### config.mk
export PLATFORM = sky130hd
export DESIGN_NAME = duck_round_scheduler
export DESIGN_NICKNAME = d
export VERILOG_FILES = /design/src/rtl/duck_round_scheduler.sv
export SDC_FILE = /design/constraint.sdc
export NUM_CORES = 1
export LEC_CHECK = 0
export BUFFER_PORTS_ARGS = -buffer_cell sky130_fd_sc_hd__buf_4
export CAP_MARGIN = 10
export CELL_PAD_IN_SITES_DETAIL_PLACEMENT = 1
export CELL_PAD_IN_SITES_GLOBAL_PLACEMENT = 1
export CORE_MARGIN = 4
export CORE_UTILIZATION = 30
export DETAILED_ROUTE_END_ITERATION = 8
export PLACE_DENSITY = 0.59
export SLEW_MARGIN = 10
export SYNTH_ARGS = -nofsm -noshare
export SYNTH_HDL_FRONTEND = slang
export SYNTH_SLANG_ARGS = --single-unit
### constraint.sdc
create_clock -name clk -period 2.8 [get_ports clk]
set_clock_uncertainty 0.05 [all_clocks]
set_input_delay 0.56 -clock clk [delete_from_list [all_inputs] [get_ports clk]]
set_output_delay 0.56 -clock clk [all_outputs]
set_load 0.05 [all_outputs]
### src/rtl/duck_round_scheduler.sv
// ============================================================================
// duck_round_scheduler : hunt round/duck sequencer with hit-quota grading
// Rev 1.0
// ============================================================================
`default_nettype none

module duck_round_scheduler #(
  parameter int CLK_PER_MS      = 65_000,
  parameter int INTRO_MS        = 3000,
  parameter int FLIGHT_MS       = 5000,
  parameter int RESOLVE_MS      = 2000,
  parameter int DUCKS_PER_ROUND = 10,
  parameter int REQ_HITS        = 6,
  parameter int MAX_ROUND       = 99
) (
  input  logic        clk,
  input  logic        rst_n,
  input  logic        game_enable,
  input  logic        hunt_start,
  input  logic        duck_killed,
  input  logic        ammo_empty,
  output logic        duck_spawn,
  output logic        duck_escape,
  output logic        duck_active,
  output logic        round_clear,
  output logic        game_over,
  output logic [6:0]  round_num,
  output logic [3:0]  duck_idx,
  output logic [4:0]  hits,
  output logic [15:0] hit_mask,
  output logic [2:0]  speed_level
);

  localparam logic [31:0] C_INTRO_LOAD   = 32'(INTRO_MS * CLK_PER_MS - 1);
  localparam logic [31:0] C_FLIGHT_LOAD  = 32'(FLIGHT_MS * CLK_PER_MS - 1);
  localparam logic [31:0] C_RESOLVE_LOAD = 32'(RESOLVE_MS * CLK_PER_MS - 1);
  localparam logic [3:0]  C_LAST_DUCK    = 4'(DUCKS_PER_ROUND - 1);
  localparam logic [4:0]  C_HITS_MAX     = 5'(DUCKS_PER_ROUND);
  localparam logic [4:0]  C_REQ_HITS     = 5'(REQ_HITS);
  localparam logic [6:0]  C_MAX_ROUND    = 7'(MAX_ROUND);

  typedef enum logic [2:0] {
    S_IDLE        = 3'd0,
    S_ROUND_INTRO = 3'd1,
    S_SPAWN       = 3'd2,
    S_FLYING      = 3'd3,
    S_RESOLVE     = 3'd4,
    S_ROUND_END   = 3'd5,
    S_GAME_OVER   = 3'd6
  } state_e;

  state_e      state_q, state_d;
  logic [31:0] timer_q, timer_d;
  logic        killed_prev_q;
  logic        spawn_q, spawn_d;
  logic        escape_q, escape_d;
  logic        active_q, active_d;
  logic        clear_q, clear_d;
  logic        over_q, over_d;
  logic [6:0]  round_q, round_d;
  logic [3:0]  idx_q, idx_d;
  logic [4:0]  hits_q, hits_d;
  logic [15:0] mask_q, mask_d;
  logic [2:0]  speed_q, speed_d;
  logic [6:0]  round_m1;
  logic        kill_edge;

  assign kill_edge = duck_killed & ~killed_prev_q;

  always_comb begin
    state_d  = state_q;
    timer_d  = timer_q;
    spawn_d  = 1'b0;
    escape_d = 1'b0;
    clear_d  = 1'b0;
    active_d = active_q;
    over_d   = over_q;
    round_d  = round_q;
    idx_d    = idx_q;
    hits_d   = hits_q;
    mask_d   = mask_q;
    // Dropping the enable wins over every other transition, from any state.
    if (!game_enable) begin
      state_d  = S_IDLE;
      timer_d  = '0;
      active_d = 1'b0;
      over_d   = 1'b0;
      round_d  = '0;
      idx_d    = '0;
      hits_d   = '0;
      mask_d   = '0;
    end else begin
      unique case (state_q)
        S_IDLE: begin
          state_d = S_ROUND_INTRO;
          timer_d = C_INTRO_LOAD;
          round_d = 7'd1;
          idx_d   = '0;
          hits_d  = '0;
          mask_d  = '0;
        end
        S_ROUND_INTRO: begin
          if (timer_q != 32'd0) timer_d = timer_q - 32'd1;
          else if (hunt_start)  state_d = S_SPAWN;
        end
        S_SPAWN: begin
          spawn_d  = 1'b1;
          active_d = 1'b1;
          timer_d  = C_FLIGHT_LOAD;
          state_d  = S_FLYING;
        end
        S_FLYING: begin
          // A hit in the same cycle as the timeout still counts as a hit.
          if (kill_edge) begin
            mask_d[idx_q] = 1'b1;
            hits_d   = (hits_q == C_HITS_MAX) ? hits_q : hits_q + 5'd1;
            active_d = 1'b0;
            timer_d  = C_RESOLVE_LOAD;
            state_d  = S_RESOLVE;
          end else if (timer_q == 32'd0 || ammo_empty) begin
            escape_d = 1'b1;
            active_d = 1'b0;
            timer_d  = C_RESOLVE_LOAD;
            state_d  = S_RESOLVE;
          end else begin
            timer_d = timer_q - 32'd1;
          end
        end
        S_RESOLVE: begin
          if (timer_q != 32'd0) begin
            timer_d = timer_q - 32'd1;
          end else if (idx_q == C_LAST_DUCK) begin
            state_d = S_ROUND_END;
          end else if (hunt_start) begin
            idx_d   = idx_q + 4'd1;
            state_d = S_SPAWN;
          end
        end
        S_ROUND_END: begin
          if (hits_q >= C_REQ_HITS) begin
            clear_d = 1'b1;
            round_d = (round_q >= C_MAX_ROUND) ? C_MAX_ROUND : round_q + 7'd1;
            idx_d   = '0;
            hits_d  = '0;
            mask_d  = '0;
            timer_d = C_INTRO_LOAD;
            state_d = S_ROUND_INTRO;
          end else begin
            over_d  = 1'b1;
            state_d = S_GAME_OVER;
          end
        end
        S_GAME_OVER: state_d = S_GAME_OVER;
        default:     state_d = S_IDLE;
      endcase
    end
  end

  // Speed tracks the round being entered so it never lags round_num.
  assign round_m1 = round_d - 7'd1;
  always_comb begin
    speed_d = 3'd0;
    if (round_d != 7'd0) speed_d = (round_m1 > 7'd7) ? 3'd7 : round_m1[2:0];
  end

  always_ff @(posedge clk) begin
    if (!rst_n) begin
      state_q       <= S_IDLE;
      timer_q       <= '0;
      killed_prev_q <= 1'b0;
      spawn_q       <= 1'b0;
      escape_q      <= 1'b0;
      active_q      <= 1'b0;
      clear_q       <= 1'b0;
      over_q        <= 1'b0;
      round_q       <= '0;
      idx_q         <= '0;
      hits_q        <= '0;
      mask_q        <= '0;
      speed_q       <= '0;
    end else begin
      state_q       <= state_d;
      timer_q       <= timer_d;
      killed_prev_q <= duck_killed;
      spawn_q       <= spawn_d;
      escape_q      <= escape_d;
      active_q      <= active_d;
      clear_q       <= clear_d;
      over_q        <= over_d;
      round_q       <= round_d;
      idx_q         <= idx_d;
      hits_q        <= hits_d;
      mask_q        <= mask_d;
      speed_q       <= speed_d;
    end
  end

  assign duck_spawn  = spawn_q;
  assign duck_escape = escape_q;
  assign duck_active = active_q;
  assign round_clear = clear_q;
  assign game_over   = over_q;
  assign round_num   = round_q;
  assign duck_idx    = idx_q;
  assign hits        = hits_q;
  assign hit_mask    = mask_q;
  assign speed_level = speed_q;

endmodule

`default_nettype wire

# Word level (Yosys, flattened, before mapping)
# Index checks and enable logic that the tools add are counted.
# word_totals
ff_bits	76
input_bits	6
word_cells	107
# classes
n_addsub	5
order_cmp	5
n_eq_ne	17
mux	38
n_bitwise	7
reduce_logical	22
# ops
op	count
one-hot mux 32 bit (5 select lines)	1
2-to-1 mux 32 bit	4
one-hot mux 16 bit (3 select lines)	1
zero test 32 bit	1
2-to-1 mux 16 bit	2
nonzero test 32 bit	1
subtractor 32 x 1 -> 32 bit (second input constant)	1
2-to-1 mux 3 bit	8
2-to-1 mux 7 bit	3
one-hot mux 3 bit (7 select lines)	1
2-to-1 mux 4 bit	4
OR 16 bit	1
2-to-1 mux 5 bit	3
one-hot mux 5 bit (3 select lines)	1
inequality test 2 bit (second input constant)	7
one-hot mux 7 bit (2 select lines)	1
one-hot mux 4 bit (3 select lines)	1
AND reduction 3 bit	4
equality test 3 bit (second input constant)	3
AND reduction 2 bit	4
adder 7 x 1 -> 7 bit (second input constant)	1
>= comparator 7 bit (second input constant)	1
> comparator 7 x 3 -> 1 bit (second input constant)	1
nonzero test 7 bit	1
other kinds (27)	38

# Logic depth before layout (Yosys ltp)
# logic_depth
depth_word	8
mapped_depth	12
depth_no_buf	11

# Worst setup path before layout
# OpenSTA, ideal clock, no wires.
# synth_path
path_kind	register -> register
startpoint	reg hits_q[0] (netlist: hits[0])
endpoint	reg speed_q[0] (netlist: speed_level[0])
arrival_time_ps	3174
required_ps	2669
slack_ps	-504
path_stages_with_launch	13
path_buffers	1
synth_period_minus_slack_ps	3304
path_cell_list	dfxtp_1 -> inv_1 -> ha_1 -> o21ai_0 -> clkbuf_1 -> a311oi_1 -> o221ai_1 -> ha_1 -> inv_1 -> a2111oi_0 -> xnor2_1 -> nor2_1 -> a41oi_1
# synth_via
elab_chain_len	7
# synth_rtl
item	line_no	text
from (decl)	62	logic [4:0] hits_q, hits_d;
from (signal assigned)	192	hits_q <= hits_d;
>= comparator 5 x 3 -> 1 bit (*)	140	if (hits_q >= C_REQ_HITS) begin
2-to-1 mux 7 bit (*)	140	
one-hot mux 7 bit (2 select lines) (*)	93	unique case (state_q)
2-to-1 mux 7 bit (*)	83	if (!game_enable) begin
subtractor 7 x 1 -> 7 bit	160	assign round_m1 = round_d - 7'd1;
> comparator 7 x 3 -> 1 bit	163	if (round_d != 7'd0) speed_d = (round_m1 > 7'd7) ? 3'd7 : round_m1[2:0];
2-to-1 mux 3 bit	163	
to (signal assigned)	194	speed_q <= speed_d;
to (decl)	64	logic [2:0] speed_q, speed_d;
# Every way passes the cells marked *; elsewhere a longest branch is shown, timed or not.
# A chain may end at the register's enable or synchronous reset.

# Final worst setup path
# layout_path
startpoint	reg timer_q[4]
endpoint	reg timer_q[28]
# layout_via
elab_chain_len	5
# layout_rtl
item	line_no	text
from (decl)	53	logic [31:0] timer_q, timer_d;
from (signal assigned)	183	timer_q <= timer_d;
parallel branches: the longest is 5 deep, another holds subtractor 32 x 1 -> 32 bit	-	
# Parallel ways; which one is timed is not known. The select of a mux whose other input is x is not followed.

==> report_table.html <==
<table>
<tr><th>Metric</th><th>Value</th></tr>
<tr><th colspan="2">Worst setup path</th></tr>
<tr><td>Crit-path slowest cell</td><td>sky130_fd_sc_hd__or4_4</td></tr>
<tr><td>Cells along the critical path</td><td>or3_4 -&gt; or4_4 -&gt; buf_4 -&gt; nor4_2 -&gt; nand2_1 -&gt; or4_1 -&gt; a31oi_1</td></tr>
<tr><td>Critical Path Source Type</td><td>flip-flop</td></tr>
<tr><td>R2r startpoint</td><td>timer_q[4]$_SDFFE_PN0P_</td></tr>
<tr><td>Worst setup path start</td><td>timer_q[4]$_SDFFE_PN0P_</td></tr>
<tr><td>R2R depth</td><td>7</td></tr>
<tr><td>Data arrival time at the worst-slack endpoint</td><td>2950 ps</td></tr>
<tr><td>Required time of the critical path</td><td>3020 ps</td></tr>
<tr><td>Largest stage delay on the critical path</td><td>550 ps</td></tr>
<tr><td>Kind of end point of the critical path</td><td>flip-flop</td></tr>
<tr><td>Critical Setup Path Class</td><td>reg2reg</td></tr>
<tr><td>Largest fanout on the critical path</td><td>5</td></tr>
<tr><th colspan="2">Layout</th></tr>
<tr><td>Multi-input gate area</td><td>2530 um2</td></tr>
<tr><td>Final Net Count</td><td>607</td></tr>
<tr><td>Reg area</td><td>1530 um2</td></tr>
<tr><td>Fraction of layout instances using a drive strength above 1</td><td>26.4%</td></tr>
<tr><td>Count of antenna diodes in the layout</td><td>0</td></tr>
<tr><td>Synth-to-layout area growth</td><td>30.7%</td></tr>
<tr><td>FILL cells</td><td>1577</td></tr>
<tr><th colspan="2">Global routing</th></tr>
<tr><td>Maximum number of pins on one net before global-route repair</td><td>24</td></tr>
<tr><td>Overflow after GRT</td><td>0</td></tr>
<tr><td>Met3 usage in global routing</td><td>2.86%</td></tr>
<tr><td>Met2 Usage GRT</td><td>27.7%</td></tr>
<tr><td>Met1 routing resource usage after global routing</td><td>24.0%</td></tr>
<tr><td>Antenna violations before repair</td><td>0</td></tr>
<tr><td>Wire length of the first global-routing pass</td><td>22900 um</td></tr>
<tr><td>Global-route usage over all layers</td><td>17.7%</td></tr>
<tr><td>Most Used Layer, Global Route</td><td>met2</td></tr>
<tr><td>Vias in the first global route</td><td>4398</td></tr>
<tr><th colspan="2">Placement</th></tr>
<tr><td>Final GP Congestion</td><td>0.795</td></tr>
<tr><td>Estimated wirelength of the detail-placed design</td><td>10100 um</td></tr>
<tr><td>PortBufs</td><td>45</td></tr>
<tr><th colspan="2">Synth</th></tr>
<tr><td>Primary FF master, synth</td><td>sky130_fd_sc_hd__dfxtp_1</td></tr>
<tr><td>FF+latch count, synth</td><td>76</td></tr>
<tr><td>Ranking of synthesized cells by area</td><td>sky130_fd_sc_hd__dfxtp_1 (37%), sky130_fd_sc_hd__a21oi_1 (5.7%), sky130_fd_sc_hd__nor2_1 (5.5%)</td></tr>
<tr><td>Largest family of logic cells by synthesized area</td><td>compound AO/OA/AOI/OAI gates</td></tr>
<tr><td>Synthesized-area fraction occupied by xor and xnor cells</td><td>2.32%</td></tr>
<tr><td>Distinct cell type count after synthesis</td><td>74</td></tr>
<tr><td>Fraction of synthesized area in multiplexers</td><td>0.483%</td></tr>
<tr><td>Mapped Cells</td><td>511</td></tr>
<tr><td>Share of the yosys chip area belonging to registers</td><td>36.7%</td></tr>
<tr><td>Synth Net Count</td><td>528</td></tr>
<tr><td>Area fraction in compound gates after synthesis</td><td>26.6%</td></tr>
<tr><td>Count of flip-flops with a built-in enable after synthesis</td><td>0</td></tr>
<tr><td>Fraction of registers with async set/reset</td><td>0%</td></tr>
<tr><td>Synth Area per Inst</td><td>8.12 um2</td></tr>
<tr><td>Post-synthesis cell type with the largest combined area</td><td>sky130_fd_sc_hd__dfxtp_1</td></tr>
<tr><td>Mapped Area</td><td>4150 um2</td></tr>
<tr><td>Warnings from Yosys</td><td>0</td></tr>
<tr><td>Basic-gate share of the synthesized area counting and, or, nand and nor cells</td><td>25.6%</td></tr>
<tr><td>Adder-cell share of the synthesized area</td><td>3.32%</td></tr>
<tr><td>Top cell type's share of synthesized area</td><td>36.7%</td></tr>
<tr><th colspan="2">Drt</th></tr>
<tr><td>Residual DRC</td><td>0</td></tr>
<tr><td>Detail-routed via count per cell</td><td>5.51</td></tr>
<tr><td>WL per Instance</td><td>18.1 um</td></tr>
<tr><td>Routed Wire Length</td><td>13900 um</td></tr>
<tr><td>Number of DRC markers after the initial detailed-route iteration</td><td>236</td></tr>
<tr><td>Routed Antenna Nets</td><td>0</td></tr>
<tr><td>Router iterations before antenna repair</td><td>4</td></tr>
<tr><td>Total number of vias</td><td>4248</td></tr>
<tr><th colspan="2">Clock network</th></tr>
<tr><td>Clock tree buffer depth</td><td>2</td></tr>
<tr><td>Worst-path clk slew</td><td>60 ps</td></tr>
<tr><td>Clock Latency Late Sink</td><td>350 ps</td></tr>
<tr><td>TritonCTS clock tree</td><td>yes</td></tr>
<tr><td>TritonCTS Buffers</td><td>9</td></tr>
<tr><td>Library cell used as clock root buffer</td><td>sky130_fd_sc_hd__clkbuf_16</td></tr>
<tr><td>Number of H-tree levels</td><td>3</td></tr>
<tr><td>Num Clock Sinks</td><td>76</td></tr>
<tr><td>Post-CTS Hold Fix Bufs</td><td>0</td></tr>
<tr><th colspan="2">STA</th></tr>
<tr><td>Slew @ Worst Pin</td><td>584 ps</td></tr>
<tr><td>Hold violation count in the final report</td><td>0</td></tr>
<tr><td>Min Clock Period, post-route</td><td>2730 ps</td></tr>
<tr><td>Unrepaired setup endpoints after global routing</td><td>true</td></tr>
<tr><td>Setup violators final</td><td>0</td></tr>
<tr><td>WHS</td><td>373 ps</td></tr>
<tr><td>Max Freq</td><td>367 MHz</td></tr>
<tr><td>Slew HR</td><td>61.0%</td></tr>
<tr><td>Share of the clock period used by the worst path after layout</td><td>97.4%</td></tr>
<tr><td>Final max-slew violation count</td><td>0</td></tr>
<tr><th colspan="2">Floorplanning</th></tr>
<tr><td>Number of rows created at floorplan</td><td>42</td></tr>
<tr><td>Number of I/O pins</td><td>46</td></tr>
<tr><td>Die area</td><td>15800 um2</td></tr>
<tr><td>Core Region</td><td>13400 um2</td></tr>
<tr><td>Horizontal die dimension</td><td>126 um</td></tr>
<tr><td>Initial core utilization</td><td>31.0%</td></tr>
<tr><td>Die Span Y</td><td>126 um</td></tr>
<tr><th colspan="2">Power</th></tr>
<tr><td>Power density over the cells</td><td>558 nW/um2</td></tr>
<tr><td>Total power consumption of the routed design</td><td>3.02 mW</td></tr>
<tr><td>Worst voltage drop across the vdd grid</td><td>0.296 mV</td></tr>
<tr><td>Static Leak</td><td>2.07 nW</td></tr>
<tr><th colspan="2">Status</th></tr>
<tr><td>Run status</td><td>finished clean</td></tr>
<tr><th colspan="2">Flow run</th></tr>
<tr><td>Count of max-cap constraint violations</td><td>0</td></tr>
<tr><th colspan="2">Min path</th></tr>
<tr><td>Worst hold path cell count</td><td>2</td></tr>
<tr><td>Class of the most critical hold timing path</td><td>in2reg</td></tr>
<tr><td>Worst Min Path Start</td><td>duck_killed</td></tr>
</table>
placed cells by master, fill, tap and decap left out, drive strengths merged, types with 3 or more instances in the layout:
cell type  Yosys  final
nand4          9      9
a211oi         6      6
a21oi         47     47
nor3          25     25
or3           12     12
or4            3      3
xor2           6      6
inv           13     14
and3           3      3
dfxtp         76     76
a41oi          6      6
nor4          11     11
o221a          3      3
ha            11     11
or2            3      3
nand4b         4      4
nor2          61     61
o31ai          4      4
nand2         38     38
and2           6      6
o21a           3      3
a311oi        12     12
and4           3      3
o21ai         29     29
buf           10    100
clkbuf        22     11
nor2b          4      4
o31a           3      3
xnor2          5      5
a31oi         28     28
nand3         12     12
repair_timing:
action,4_1_cts,5_1_grt
buffers inserted,0,5
endpoints found under the setup margin,11,32
resized for setup,2,19
pin swaps,0,9
logic make-up after synthesis:
kind of cell / Yosys count
adders and majority gates: 11
and+or+nand+nor: 202
AOI/OAI and AO/OA: 163
DFF: 76
xor gates and xnor gates: 11
buffers and inverters: 46
muxes: 2
cells in the mapped netlist (3+ instances only):
library cell / n
sky130_fd_sc_hd__a31oi_1: 28
sky130_fd_sc_hd__nor4_1: 9
sky130_fd_sc_hd__o21ai_0: 28
sky130_fd_sc_hd__nand3_1: 12
sky130_fd_sc_hd__o221a_2: 3
sky130_fd_sc_hd__a311oi_2: 3
sky130_fd_sc_hd__a41oi_1: 6
sky130_fd_sc_hd__or3_1: 11
sky130_fd_sc_hd__nand4_1: 9
sky130_fd_sc_hd__a21oi_1: 47
sky130_fd_sc_hd__nor2_1: 61
sky130_fd_sc_hd__nand4b_1: 4
sky130_fd_sc_hd__a311oi_1: 9
sky130_fd_sc_hd__inv_1: 13
sky130_fd_sc_hd__and2_1: 6
sky130_fd_sc_hd__xor2_1: 6
sky130_fd_sc_hd__and4_1: 3
sky130_fd_sc_hd__ha_1: 11
sky130_fd_sc_hd__o31ai_1: 3
sky130_fd_sc_hd__a211oi_1: 5
sky130_fd_sc_hd__xnor2_1: 5
sky130_fd_sc_hd__buf_2: 3
sky130_fd_sc_hd__and3_1: 3
sky130_fd_sc_hd__buf_6: 4
sky130_fd_sc_hd__nand2_1: 38
sky130_fd_sc_hd__dfxtp_1: 76
sky130_fd_sc_hd__buf_1: 3
sky130_fd_sc_hd__o21a_1: 3
sky130_fd_sc_hd__nor3_1: 24
sky130_fd_sc_hd__nor2b_1: 4
sky130_fd_sc_hd__clkbuf_1: 22
cell type report:
type	instances	area share, %
Clock buffer	11	4.29
Clock inverter	5	1.57
Inverter	14	0.969
Multi-Input combinational cell	389	46.7
Sequential cell	76	28.3
Tap cell	176	4.06
Timing Repair Buffer	100	14.1
metal layers:
layer  part of all wire [%]  routed length (um)
met5                      0                   0
met4                    2.0                 273
met3                    3.1                 427
met2                     46                6400
met1                     49                6840
path summary, 6_finish.rpt:
kind / end / slack [ps]
max reg2reg: timer_q[28]$_SDFFE_PN0P_ / 70
min: killed_prev_q$_SDFF_PN0_ / 370
min reg2reg: hit_mask[7]$_SDFFE_PN0P_ / 430
max: timer_q[28]$_SDFFE_PN0P_ / 70
stage by stage:
step           utilization, %  worst slack (ps)  setup TNS (ps)  cell area [um2]  cells
3_3_place_gp             37.0               111               0             4960    750
6_report                 40.5              72.4               0             5420    771
2_1_floorplan               -              3.43               0             4170    511
4_1_cts                  39.5              57.9               0             5290    766
5_1_grt                  40.5             -33.4           -40.6             5420    771
3_5_place_dp             37.0             -38.6            -103             4960    750
where the power goes:
part           switching (mW)  total (mW)  internal (mW)
Combinational           0.360       0.594          0.234
Clock                   0.487        1.27          0.786
Sequential             0.0387        1.16           1.12
sequential cells by signal (all words and copies together), names as in the netlist:
register and count:
duck_active 1, duck_escape 1, duck_idx 4, duck_spawn 1
game_over 1, hit_mask 16, hits 5, killed_prev_q 1
round_clear 1, round_num 7, speed_level 3, state_q 3
timer_q 32
critical path, delay by kind of cell (launching register included):
| family | cells | cell delay [ps] |
|---|---|---|
| simple gates | 5 | 1940 |
| flops | 1 | 320 |
| compound gates | 1 | 180 |
| buf+inv | 1 | 190 |
(Power assumes the default switching activity.)
